==> config.mk <==
export PLATFORM = sky130hd
export DESIGN_NAME = truth_table_sweeper
export DESIGN_NICKNAME = d
export VERILOG_FILES = /design/src/rtl/truth_table_sweeper.sv
export SDC_FILE = /design/constraint.sdc
export NUM_CORES = 1
export LEC_CHECK = 0
export BUFFER_PORTS_ARGS = -buffer_cell sky130_fd_sc_hd__buf_2
export CAP_MARGIN = 5
export CORE_MARGIN = 10
export CORE_UTILIZATION = 25
export CTS_BUF_LIST = sky130_fd_sc_hd__clkbuf_8
export CTS_CLUSTER_SIZE = 20
export DETAILED_ROUTE_END_ITERATION = 8
export GPL_ROUTABILITY_DRIVEN = 0
export MAX_ROUTING_LAYER = met4
export PLACE_DENSITY = 0.48
export SLEW_MARGIN = 40
export SYNTH_ARGS = -nofsm -noshare
export SYNTH_HDL_FRONTEND = slang
export SYNTH_SLANG_ARGS = --single-unit
==> constraint.sdc <==
create_clock -name clk -period 2.7 [get_ports clk]
set_input_delay 0.27 -clock clk [delete_from_list [all_inputs] [get_ports clk]]
set_output_delay 0.27 -clock clk [all_outputs]
set_load 0.02 [all_outputs]
==> src/rtl/truth_table_sweeper.sv <==
// Programmable truth-table generator: one minterm mask per function, swept row by
// row over a valid/ready stream while per-function minterm counts accumulate.
module truth_table_sweeper #(
    parameter int unsigned N_IN   = 3,
    parameter int unsigned N_FUNC = 5,
    parameter int unsigned IDXW   = (N_FUNC > 1) ? $clog2(N_FUNC) : 1
) (
    input  logic                 clk,
    input  logic                 rst,
    input  logic                 cfg_we,
    input  logic [IDXW-1:0]      cfg_idx,
    input  logic [(1<<N_IN)-1:0] cfg_mask,
    input  logic                 start,
    output logic                 out_valid,
    input  logic                 out_ready,
    output logic [N_IN-1:0]      out_row,
    output logic [N_FUNC-1:0]    out_val,
    output logic                 busy,
    output logic                 done,
    input  logic [IDXW-1:0]      cnt_sel,
    output logic [N_IN:0]        cnt_out
);

    localparam int unsigned ROWS = 1 << N_IN;
    localparam int unsigned CNTW = N_IN + 1;

    localparam logic [1:0] ST_IDLE  = 2'd0;
    localparam logic [1:0] ST_SWEEP = 2'd1;
    localparam logic [1:0] ST_DONE  = 2'd2;

    logic [1:0]        state_q, state_d;
    logic [N_IN-1:0]   row_q, row_d;
    logic [ROWS-1:0]   mask_q [N_FUNC];
    logic [ROWS-1:0]   mask_d [N_FUNC];
    logic [CNTW-1:0]   cnt_q  [N_FUNC];
    logic [CNTW-1:0]   cnt_d  [N_FUNC];
    logic              out_valid_q, out_valid_d;
    logic [N_IN-1:0]   out_row_q, out_row_d;
    logic [N_FUNC-1:0] out_val_q, out_val_d;
    logic              busy_q, busy_d;
    logic              done_q, done_d;
    logic              hs;

    assign hs = out_valid_q & out_ready;

    // Next-state, mask/count updates and registered output values
    always_comb begin
        state_d = state_q;
        row_d   = row_q;
        mask_d  = mask_q;
        cnt_d   = cnt_q;

        case (state_q)
            ST_IDLE: begin
                // Indices with no matching function simply match nothing
                if (cfg_we) begin
                    for (int f = 0; f < int'(N_FUNC); f++) begin
                        if (cfg_idx == IDXW'(f)) begin
                            mask_d[f] = cfg_mask;
                        end
                    end
                end
                if (start) begin
                    state_d = ST_SWEEP;
                    row_d   = '0;
                    for (int f = 0; f < int'(N_FUNC); f++) begin
                        cnt_d[f] = '0;
                    end
                end
            end
            ST_SWEEP: begin
                if (hs) begin
                    for (int f = 0; f < int'(N_FUNC); f++) begin
                        cnt_d[f] = cnt_q[f] + CNTW'(mask_q[f][row_q]);
                    end
                    if (row_q == N_IN'(ROWS - 1)) begin
                        state_d = ST_DONE;
                    end else begin
                        row_d = row_q + N_IN'(1);
                    end
                end
            end
            ST_DONE: begin
                state_d = ST_IDLE;
            end
            default: begin
                state_d = ST_IDLE;
            end
        endcase

        // Outputs are derived from the next state so they line up with it after the edge
        out_valid_d = (state_d == ST_SWEEP);
        busy_d      = (state_d == ST_SWEEP);
        done_d      = (state_d == ST_DONE);
        out_row_d   = '0;
        out_val_d   = '0;
        if (state_d == ST_SWEEP) begin
            out_row_d = row_d;
            for (int f = 0; f < int'(N_FUNC); f++) begin
                out_val_d[f] = mask_d[f][row_d];
            end
        end
    end

    always_ff @(posedge clk or posedge rst) begin
        if (rst) begin
            state_q     <= ST_IDLE;
            row_q       <= '0;
            out_valid_q <= 1'b0;
            out_row_q   <= '0;
            out_val_q   <= '0;
            busy_q      <= 1'b0;
            done_q      <= 1'b0;
            for (int f = 0; f < int'(N_FUNC); f++) begin
                mask_q[f] <= '0;
                cnt_q[f]  <= '0;
            end
        end else begin
            state_q     <= state_d;
            row_q       <= row_d;
            out_valid_q <= out_valid_d;
            out_row_q   <= out_row_d;
            out_val_q   <= out_val_d;
            busy_q      <= busy_d;
            done_q      <= done_d;
            for (int f = 0; f < int'(N_FUNC); f++) begin
                mask_q[f] <= mask_d[f];
                cnt_q[f]  <= cnt_d[f];
            end
        end
    end

    // Count readback; out-of-range selects read as zero
    always_comb begin
        cnt_out = '0;
        for (int f = 0; f < int'(N_FUNC); f++) begin
            if (cnt_sel == IDXW'(f)) begin
                cnt_out = cnt_q[f];
            end
        end
    end

    assign out_valid = out_valid_q;
    assign out_row   = out_row_q;
    assign out_val   = out_val_q;
    assign busy      = busy_q;
    assign done      = done_q;

endmodule

Yosys cells after proc, flatten, opt, wreduce, memory -nomap -nowiden
Index checks and enable logic that the tools add are counted.
- logic and storage cells: 89
- input port bits: 19
- memories: 0
- register bits after elaboration: 75
- bits in read-only memories: 0
- memory bits (writable): 0
- output and inout bits: 15
- bits in latches: 0
- add/sub/neg operators: 6
- div/mod/pow operators: 0
- equality and inequality tests: 14
- multipliers: 0
- bitwise logic cells: 1
- magnitude comparators: 2
- shift-type cells: 0
- muxes and demuxes: 45
- reductions and logical operators: 5
- operators by type and width (kind ; number):
    $mux W40 ; 2
    $mux W20 ; 2
    $mux W8 ; 5
    $pmux W20 S2 ; 1
    $bmux W1 S3 ; 10
    $add A4 B1 Y4 ; 5
    $mux W4 ; 5
    $eq A3 B2 Y1 const B ; 4
    $mux W3 ; 4
    $mux W1 ; 10
    $eq A3 B3 Y1 const B ; 3
    $lt A3 B4 Y1 const B ; 2
    $eq A3 B1 Y1 const B ; 2
    $logic_not A3 Y1 ; 2
    $mux W2 ; 3
    $pmux W3 S2 ; 1
    $mux W5 ; 1
    $eq A2 B1 Y1 const B ; 2
    $ne A2 B2 Y1 const B ; 2
    $pmux W2 S2 ; 1
    $add A3 B1 Y3 const B ; 1
    $reduce_and A3 Y1 ; 1
    $eq A2 B2 Y1 const B ; 1
    $logic_not A2 Y1 ; 1
    2 further kinds ; 2

Depth between registers and ports, before layout
- depth in word-level cells: 7
- gate-level depth with buffers: 9
- gate-level depth less buffers: 7

Worst setup path before layout
No wires, ideal clock.
- kind: register to register
- start point: register row_q[1]
- end point: register out_val_q[3], in the netlist out_val[3]
- setup slack: 454 ps
- data required time: 2568 ps
- setup time: 132 ps
- path buffers: 2
- arrival time: 2113 ps
- clock period less this slack: 2246 ps
- stages on the path, launching flop included: 10
- cell sequence: dfrtp_1 -> ha_1 -> buf_2 -> and2_1 -> nor2_4 -> mux2i_2 -> buf_2 -> mux2_2 -> a22oi_1 -> a21oi_1
- cells in the longest elaborated chain, start to end: 7
- elaborated cells on any way between the ends: 13
- those cells by class: add/sub: 1; eq/ne: 2; mux: 10
- ends and longest elaborated chain (item ; RTL line ; RTL):
    start: declaration ; 32 ; logic [N_IN-1:0] row_q, row_d;
    start signal: assignment ; 120 ; row_q <= row_d;
    $eq A3 B3 Y1 ; 76 ; if (row_q == N_IN'(ROWS - 1)) begin
    $mux W3 ; 76 ;
    $mux W3 ; 72 ; if (hs) begin
    $pmux W3 S2 ; 53 ; case (state_q)
    net row_d[0] ; 32 ;
    $bmux W1 S3 ; 100 ; out_val_d[f] = mask_d[f][row_d];
    $mux W1 (implied by the code) ; 100 ;
    $mux W5 ; 97 ; if (state_d == ST_SWEEP) begin
    net out_val_d[3] ; 39 ; logic [N_FUNC-1:0] out_val_q, out_val_d;
    end signal: assignment ; 123 ; out_val_q <= out_val_d;
    end: declaration ; 39 ;
The timed path passes the listed nets, and every way through them passes these cells. The select of a mux whose other input is x is not followed.
A chain may end at the register's enable or synchronous reset.

==> impl_metrics.tcl <==
set metrics [dict create \
    synth.net_count 356 \
    initial_core_util_pct 25.8 \
    pin_count 34 \
    worst-endpoint-required_ns 2.92 \
    synth_top_area_share_pct 47.3 \
    period_needed_ns 2.38 \
    synthDistinctLibCells 38 \
    initial_antenna_violation_count 0 \
    io_buf_count 33 \
    timing.setup.critical_path_class "flip-flop to flip-flop" \
    violations "hold timing" \
    rows 45 \
    crit_fanout 8 \
    timing.fmax_ghz 0.419 \
    design.core.area_um2 15400 \
    wire_per_inst_um 16.9 \
    first_pass_iters 4 \
    clock_root_buffer "sky130_fd_sc_hd__clkbuf_8" \
    die_area_um2 21300 \
    finalHoldViolCount 3 \
    yosysWarningCount 0 \
    clock_insertion_delay_worst_skew_ns 0.36 \
    syn_area_per_cell_um2 12.2 \
    report.final.slew_viol_count 0 \
    run_status "finished, violations left" \
    setup-tns-final_ns 0 \
    critical_path_arrival_ns 2.61 \
    via_per_inst 4.62 \
    die-width_um 146 \
    grt_setup_unrepaired "no" \
    n_fill_cell 1581 \
    post-cts-setup-buffers 0 \
    synth_top_flop_cell "sky130_fd_sc_hd__dfrtp_1" \
    ffs_latches_synth 75 \
    fraction_of_synthesis_flops_using_an_asynchronous_set_or_reset_pin_pct 100 \
    final.period_utilization_pct 88.3 \
    yosys-top-cells-area "sky130_fd_sc_hd__dfrtp_1 (47%), sky130_fd_sc_hd__mux2_2 (19%), sky130_fd_sc_hd__mux4_2 (6.8%), sky130_fd_sc_hd__ha_1 (3.5%), sky130_fd_sc_hd__nand2_1 (2.6%)" \
    finalSetupViolations 0 \
    slew_headroom_pct 53.3 \
    final_core_util_pct 30.0 \
    chipHeight_um 146 \
    drv_cap 0 \
    critPathCaptureType "flip-flop" \
    pin_count_of_the_biggest_net_entering_global_routing 38 \
    grt_first_pass_wirelength_mm 15.8 \
    routed_wl_mm 9.79 \
    power_frac_comb_pct 45.5 \
    synth_largest_area_cell "sky130_fd_sc_hd__dfrtp_1" \
    holdBufCountCts 0 \
    drt_drc_violations_left 0 \
    ir_worst_vdd_uv 433 \
    hold_ws_ns -0.00445 \
    stdcell_count 579 \
    postCtsResizedCells 0 \
    dp_cells 564 \
    final.setup_skew_ns 0.00686 \
    grtUsageTotal_pct 9.62 \
    sequentialPowerShare_pct 36.3 \
    multi_input_comb_area_um2 1990 \
    drive_above_1_share_pct 40.5 \
    layout.cell_area.non_filler_um2 4610 \
    p_leak_uw 0.00214 \
    final_cell_mix "sky130_fd_sc_hd__dfrtp_1 (75), sky130_fd_sc_hd__mux2_2 (66), sky130_fd_sc_hd__buf_2 (33), sky130_fd_sc_hd__nand2_1 (28), sky130_fd_sc_hd__nor2_1 (21)" \
    numCtsBuffers 9 \
    clock_power_share_pct 18.1 \
    detailed_route_via_count 2673 \
    mostFrequentLayoutCell "sky130_fd_sc_hd__dfrtp_1" \
    total_switching_power_uw 1710 \
    htree_levels 3 \
    clkSlewWorstSetupHoldPaths_ns 0.08 \
    final_net_count 394 \
    detailedRoute.firstIterationViolations 116 \
    tritoncts_sink_count 75 \
    power.density_nw_per_um2 997 \
    first_global_vias 2808 \
    detailed_place.area_um2 4430 \
    worst_setup_path_start_kind "flip-flop" \
    place.detailed.hpwl_mm 7.14 \
    internal-power_uw 2880 \
    seqCellArea_um2 1880 \
    ant_nets 0 \
    tightestPinTransition_ns 0.700 \
    max-clock-path-buffers 2 \
    tot_pwr_uw 4600 \
    synth.yosys.seq_area_share_pct 47.3 \
    synth-edff-count 0 \
    n_antenna_cell 0 \
    cts_tree "done" \
    power.share.switching_pct 37.3 \
    synthesis.area_um2 3970 \
    syn2layout_area_growth_pct 16.2 \
    synthCells 326 \
    hold_path_class "input port to asynchronous set/reset pin" \
    grt.overflow.total 0 \
]
==> synthesized netlist by cell type (2+ instances only) <==
library cell               count
sky130_fd_sc_hd__a21oi_1      10
sky130_fd_sc_hd__a22oi_1      12
sky130_fd_sc_hd__a31oi_1       2
sky130_fd_sc_hd__and2_1        3
sky130_fd_sc_hd__and3_1        2
sky130_fd_sc_hd__buf_2         5
sky130_fd_sc_hd__buf_4         2
sky130_fd_sc_hd__clkbuf_1     10
sky130_fd_sc_hd__dfrtp_1      75
sky130_fd_sc_hd__ha_1         11
sky130_fd_sc_hd__inv_1         6
sky130_fd_sc_hd__mux2_2       66
sky130_fd_sc_hd__mux2i_1       2
sky130_fd_sc_hd__mux4_2       12
sky130_fd_sc_hd__nand2_1      28
sky130_fd_sc_hd__nand3_1       4
sky130_fd_sc_hd__nand3b_2      2
sky130_fd_sc_hd__nand4_1       6
sky130_fd_sc_hd__nor2_1       21
sky130_fd_sc_hd__nor2b_1       3
sky130_fd_sc_hd__nor3_1        2
sky130_fd_sc_hd__o211ai_1      3
sky130_fd_sc_hd__o21ai_0      13
sky130_fd_sc_hd__o22ai_1       2
sky130_fd_sc_hd__xor2_1       11
==> flip-flops by register name, summed over array words and instances (netlist names) <==
name,flops
done,1
row_q,3
out_val,5
state_q,2
out_row,3
mask_q,40
busy,1
cnt_q,20
==> through the flow <==
step	hold WS, ns	worst slack [ns]
final	-0.00445	0.316
after global routing	0.0270	0.225
after CTS	0.00655	0.329
after detailed placement	0.402	0.353
after global placement	0.395	0.344
after floorplan	0.433	0.454
==> final timing paths <==
check / from / end / slack (ns) / cells after the start
setup / recovery: state_q[0] / out_val[1] / 0.32 / 6
hold / removal: rst / mask_q[28] / -0.004 / 2
setup reg to reg: state_q[0] / out_val[1] / 0.32 / 6
hold reg to reg: cnt_q[16] / cnt_q[16] / 0.52 / 2
max in group asynchronous: rst / row_q[0] / 2.06 / 3
min in group clk: cfg_mask[7] / mask_q[15] / 0.25 / 2
==> final cells by class <==
cell class / instances / area share [%]
Clock inverter: 6 / 1.25
Clock buffer: 9 / 2.69
Timing Repair Buffer: 45 / 6.08
Inverter: 6 / 0.488
Sequential cell: 75 / 40.7
Multi-Input combinational cell: 227 / 43.1
Tap cell: 211 / 5.73
==> routing by layer <==
layer,GRT usage (%),part of all wire [%],vias up
met5,-,0,-
met4,2.55,0.99,0
met3,2.51,3.1,11
met2,14.9,48,42
met1,12.2,48,1360
li1,-,-,1260
==> worst max-delay path, stage by stage, from the launching register on <==
cell and delay, ns:
sky130_fd_sc_hd__dfrtp_1 0.49, sky130_fd_sc_hd__nor4b_4 0.42, sky130_fd_sc_hd__nand3b_2 0.32, sky130_fd_sc_hd__mux2_2 0.37
sky130_fd_sc_hd__mux2_2 0.26, sky130_fd_sc_hd__a22oi_1 0.27, sky130_fd_sc_hd__a21oi_1 0.11
==> kinds of logic (layout without fill, tap and decap cells) <==
| kind of cell | Yosys count | count (layout) | share of synthesized area (%) |
|---|---|---|---|
| AOI/OAI and AO/OA | 44 | 44 | 6.97 |
| adders and majority gates | 11 | 11 | 3.47 |
| and+or+nand+nor | 80 | 80 | 10.8 |
| DFF | 75 | 75 | 47.3 |
| muxes | 81 | 81 | 26.4 |
| buffers and inverters | 24 | 66 | 2.65 |
| xor gates and xnor gates | 11 | 11 | 2.43 |
==> power groups by stage <==
stage	clock (uW)	sequential [uW]	combinational [uW]
2_1_floorplan	0	1690	1460
3_3_place_gp	0	1690	2090
3_5_place_dp	0	1690	2110
4_1_cts	865	1670	2120
5_1_grt	914	1710	2310
6_report	832	1670	2090
(Power assumes the default switching activity.)
